### src/rtl/bcd_mod_counter.sv
`default_nettype none
// ============================================================================
// Module      : bcd_mod_counter
// Description : Cascadable two-digit BCD up/down counter, modulus MODULO
//               (2..100), with wrap/saturate, sync clear and terminal count.
//               Optional parallel load enabled by macro BCDCNT_LOAD_EN.
// Revision    : 1.0 - initial release
// ============================================================================
module bcd_mod_counter #(
    parameter int MODULO = 60
) (
    input  logic       CLK,
    input  logic       RESET,
    input  logic       ENABLE,
    input  logic       IN_CARRY,
    input  logic       DEC,
    input  logic       SAT,
    input  logic       CLR,
`ifdef BCDCNT_LOAD_EN
    input  logic       LOAD,
    input  logic [3:0] LD_TENS,
    input  logic [3:0] LD_ONES,
`endif
    output logic [3:0] CNT_ONES,
    output logic [3:0] CNT_TENS,
    output logic       OUT_CARRY,
    output logic       TC
);

    localparam logic [3:0] TOP_TENS = 4'((MODULO - 1) / 10);
    localparam logic [3:0] TOP_ONES = 4'((MODULO - 1) % 10);

    logic [3:0] r_ones;
    logic [3:0] r_tens;
    logic [3:0] w_ones_nxt;
    logic [3:0] w_tens_nxt;
    logic       w_at_top;
    logic       w_at_zero;
    logic       w_step;

    assign w_at_top  = (r_tens == TOP_TENS) && (r_ones == TOP_ONES);
    assign w_at_zero = (r_tens == 4'd0) && (r_ones == 4'd0);
    assign w_step    = ENABLE & IN_CARRY;

    // Carry is derived only from present state, so clearing a lower stage
    // can never leak a stale carry into the stage above.
    assign TC        = DEC ? w_at_zero : w_at_top;
    assign OUT_CARRY = TC & IN_CARRY & ~SAT;

`ifdef BCDCNT_LOAD_EN
    logic [7:0] w_ld_value;
    logic       w_ld_ok;

    assign w_ld_value = 8'(LD_TENS) * 8'd10 + 8'(LD_ONES);
    assign w_ld_ok    = (LD_ONES <= 4'd9) && (w_ld_value < 8'(MODULO));
`endif

    always_comb begin
        w_ones_nxt = r_ones;
        w_tens_nxt = r_tens;
        if (CLR) begin
            w_ones_nxt = 4'd0;
            w_tens_nxt = 4'd0;
        end
`ifdef BCDCNT_LOAD_EN
        else if (LOAD) begin
            if (w_ld_ok) begin
                w_ones_nxt = LD_ONES;
                w_tens_nxt = LD_TENS;
            end
        end
`endif
        else if (w_step) begin
            if (!DEC) begin
                if (w_at_top) begin
                    if (!SAT) begin
                        w_ones_nxt = 4'd0;
                        w_tens_nxt = 4'd0;
                    end
                end else if (r_ones == 4'd9) begin
                    w_ones_nxt = 4'd0;
                    w_tens_nxt = r_tens + 4'd1;
                end else begin
                    w_ones_nxt = r_ones + 4'd1;
                end
            end else begin
                if (w_at_zero) begin
                    if (!SAT) begin
                        w_ones_nxt = TOP_ONES;
                        w_tens_nxt = TOP_TENS;
                    end
                end else if (r_ones == 4'd0) begin
                    w_ones_nxt = 4'd9;
                    w_tens_nxt = r_tens - 4'd1;
                end else begin
                    w_ones_nxt = r_ones - 4'd1;
                end
            end
        end
    end

    always_ff @(posedge CLK or posedge RESET) begin
        if (RESET) begin
            r_ones <= 4'd0;
            r_tens <= 4'd0;
        end else begin
            r_ones <= w_ones_nxt;
            r_tens <= w_tens_nxt;
        end
    end

    assign CNT_ONES = r_ones;
    assign CNT_TENS = r_tens;

endmodule
`default_nettype wire

### config.mk
export PLATFORM = sky130hd
export DESIGN_NAME = bcd_mod_counter
export DESIGN_NICKNAME = d
export VERILOG_FILES = /design/src/rtl/bcd_mod_counter.sv
export SDC_FILE = /design/constraint.sdc
export NUM_CORES = 1
export LEC_CHECK = 0
export ABC_AREA = 1
export CAP_MARGIN = 10
export CORE_MARGIN = 5
export CORE_UTILIZATION = 41
export DETAILED_ROUTE_END_ITERATION = 8
export HOLD_SLACK_MARGIN = 0.1
export MAX_ROUTING_LAYER = met4
export PLACE_DENSITY = 0.67
export SLEW_MARGIN = 10
export SYNTH_ARGS = -nofsm -noshare
export SYNTH_HDL_FRONTEND = slang
export SYNTH_SLANG_ARGS = --single-unit
### constraint.sdc
create_clock -name CLK -period 1.7 [get_ports CLK]
set_clock_uncertainty 0.15 [all_clocks]
set_input_delay 0.255 -clock CLK [delete_from_list [all_inputs] [get_ports CLK]]
set_output_delay 0.255 -clock CLK [all_outputs]
set_load 0.1 [all_outputs]
==> impl_metrics.toml <==
[cells_and_area]
multiInputGateArea_sq_um = 716.9
antennaDiodeCount = 0
register_area_sq_um = 222.7
drive_above_1_share_pct = 55.56
final_nets = 187
area_growth_pct = 106.3
fill_cells = 87
design_area_sq_um = 1639

[routing]
drt-total-wl_mm = 3.459
avgRoutedWirePerCell_microns = 17.47
ant_nets = 0
drc = 0
drtIter0Drc = 28
avgViaCountPerCell = 5.242
first_pass_iters = 5
vias = 1038

[worst_setup_path]
path_delay_family = "simple AND/OR/NAND/NOR gates"
crit_required_ns = 1.29
worstSetupStartpointType = "register"
critPathSlowestCell = "dfrtp_4"
max_stage_delay_ns = 0.49
cp.buffers_inverters = 2
crit_chain = "inv_6, ha_4, nand2_2, nor2_4, nand3_4, nand2_8, and3b_4, buf_12"
crit_arrival_ns = 1.73
worstSetupEndpointType = "primary output"
cp_max_fo = 3
crit_type = "reg2out"

[sta]
slew_viol_final = 0
postLayoutSetupSlackWorst_ns = -0.4396
period_needed_ns = 2.140
hold_viol_final = 0
fmax_ghz = 0.4674
maxSlewHeadroom_pct = 77.68
fin_crit_sh_pct = 125.9
rsz0062_at_grt = "yes"
holdWs_ns = 0.4670
worstMarginPinSlew_ns = 0.3344
setup-violations-final = 10

[power_and_ir_drop]
power_density_nw_per_um2 = 1990
power_frac_seq_pct = 11.9
p_leak_nw = 0.7552
power_mw = 3.262
cellInternalPower_mw = 1.510
p_switching_mw = 1.752
p_clk_share_pct = 4.3
combPwrFrac_pct = 83.9
peakVddDrop_mv = 1.645
switching_share_pct = 53.70

[global_routing]
track_usage_pct = 22.39
grt.overflow.total = 0
antenna_found_initial = 0
grt_max_degree = 9
grt_pass1_wl_mm = 4.533
grt_pass1_vias = 953

[floorplan]
die_y_microns = 54.02
core_area_sq_um = 1902
die_x_microns = 54.02
initial_core_util_pct = 41.78
ios = 17
die-area_sq_um = 2918
rows = 16

[clock_tree]
ctsRootBufferMaster = "clkbuf_4"
htreeDepth = 1
tritoncts = "done"
cts_sinks = 8
cts.reportedPaths.clkPinSlew_ns = 0.05
cts_made_buffers = 3
insertion_delay_ns = 0.25
cts_max_path_buffers = 2

[placement]
portBuffers = 16
placed_cell_area_sq_um = 1365
hpwlAfterDp_mm = 1.896
place.gp.congestion = 0.9129

[run_status]
run_status = "finished with violations"
violations = "negative setup slack"

[yosys]
synth_edf_count = 0
seq_area_frac_synth_pct = 25.20
synth_fp_nets = 127
yosysUniqueCellTypes = 24
synthCells = 113
async_reset_ff_share_pct = 100.0
syn_avg_cell_area_sq_um = 7.031
yosys_warnings = 0
synthesis.area_sq_um = 794.5
synthFlopType = "dfrtp_1"
synth-seq-cells = 8

[hold_path]
hp-class = "reg2reg"

[flow_run]
maxCapViolations = 0
==> power by group through the flow <==
stage / clock network [mW] / registers, mW / logic [mW]
2_1_floorplan: 0 / 0.977 / 0.729
3_3_place_gp: 0 / 0.370 / 2.22
3_5_place_dp: 0 / 0.370 / 2.24
4_1_cts: 0.145 / 0.372 / 2.48
5_1_grt: 0.149 / 0.393 / 2.87
6_report: 0.139 / 0.388 / 2.74
==> placed cells by master (no fill, tap or decap), drive strengths merged <==
cell,count
clkdlybuf4s50,6
ha,7
nand2,33
nor2,13
nand3,15
dlygate4sd3,1
or2,1
nand4,3
xnor2,2
clkbuf,3
a21oi,3
o21ai,6
xor2,4
dfrtp,8
nor3,1
and3b,1
and2,1
inv,15
buf,48
==> Yosys cell counts, types with 2 or more instances <==
master,n,area share [%]
nand3_1,11,6.9
xnor2_1,2,2.2
a21oi_1,3,1.9
nand2_1,32,15
ha_1,7,11
nor2_2,3,2.4
nand4_1,2,1.6
inv_2,2,0.95
xor2_1,4,4.4
o21ai_1,4,2.5
inv_1,13,6.1
dfrtp_1,8,25
nor2_4,2,2.8
o21ai_0,2,1.3
nor2_1,8,3.8
nand3_2,2,2.5
==> stage by stage <==
stage	setup slack (ns)	cells	setup TNS [ns]	utilization (%)
floorplan	-0.5604	113	-1.347	-
global placement	-0.2139	181	-1.148	71.78
detailed placement	-0.2909	181	-1.404	71.78
CTS	-0.4111	194	-1.574	80.86
global route	-0.4937	198	-2.764	86.18
finish	-0.4396	198	-2.040	86.18
==> cells by family after synthesis <==
family	synth area share, %
XOR/XNOR	6.614
buffers and inverters	8.505
AND/OR/NAND/NOR	42.99
AO/OA/AOI/OAI	5.669
flip-flops	25.20
adder cells (fa/ha/maj)	11.02
==> per-layer routing <==
metal | vias to the layer above | track usage, % | share of wire (%)
met1 | 479 | 28.38 | 41
met5 | - | - | 0
li1 | 482 | - | -
met2 | 57 | 34.68 | 48
met3 | 20 | 2.770 | 7.2
met4 | 0 | 11.62 | 4.5
==> what timing repair did <==
| action | CTS | global route |
|---|---|---|
| setup buffers | 8 | 4 |
| endpoints found under the hold margin | 8 | 0 |
| pin swaps | 7 | 5 |
| setup endpoints to repair | 10 | 10 |
| resized for setup | 15 | 15 |
| cloned | 1 | 0 |
| hold buffers | 1 | 0 |
==> registers in the layout (all words and copies together), names as in the netlist <==
signal and flops:
CNT_ONES 4, CNT_TENS 4
==> path summary, 6_finish.rpt <==
check / start / to / slack [ns] / cells past startpoint
worst max-delay path: CNT_TENS[1] / OUT_CARRY / -0.44 / 8
max in group asynchronous: RESET / CNT_TENS[0] / 0.50 / 3
worst max register to register: CNT_TENS[0] / CNT_TENS[2] / -0.29 / 9
min in group asynchronous: RESET / CNT_ONES[2] / 0.65 / 3
worst min register to register: CNT_TENS[3] / CNT_TENS[3] / 0.47 / 3
worst min-delay path: CNT_TENS[3] / CNT_TENS[3] / 0.47 / 3
==> final cells by class <==
class                   count  area share, %
well taps                  27          2.061
repair buffers             55          35.04
multi-input cells          90          43.74
clock buffers               3          1.374
flip-flops and latches      8          13.59
inverters                  15          4.198
==> tightest hold or removal path, delay by kind of cell, from the launching register on <==
kind,cells,cell delay [ns]
flops,1,0.35
buf+inv,1,0.13
simple gates,2,0.11
Power figures use the tool's default switching activity.
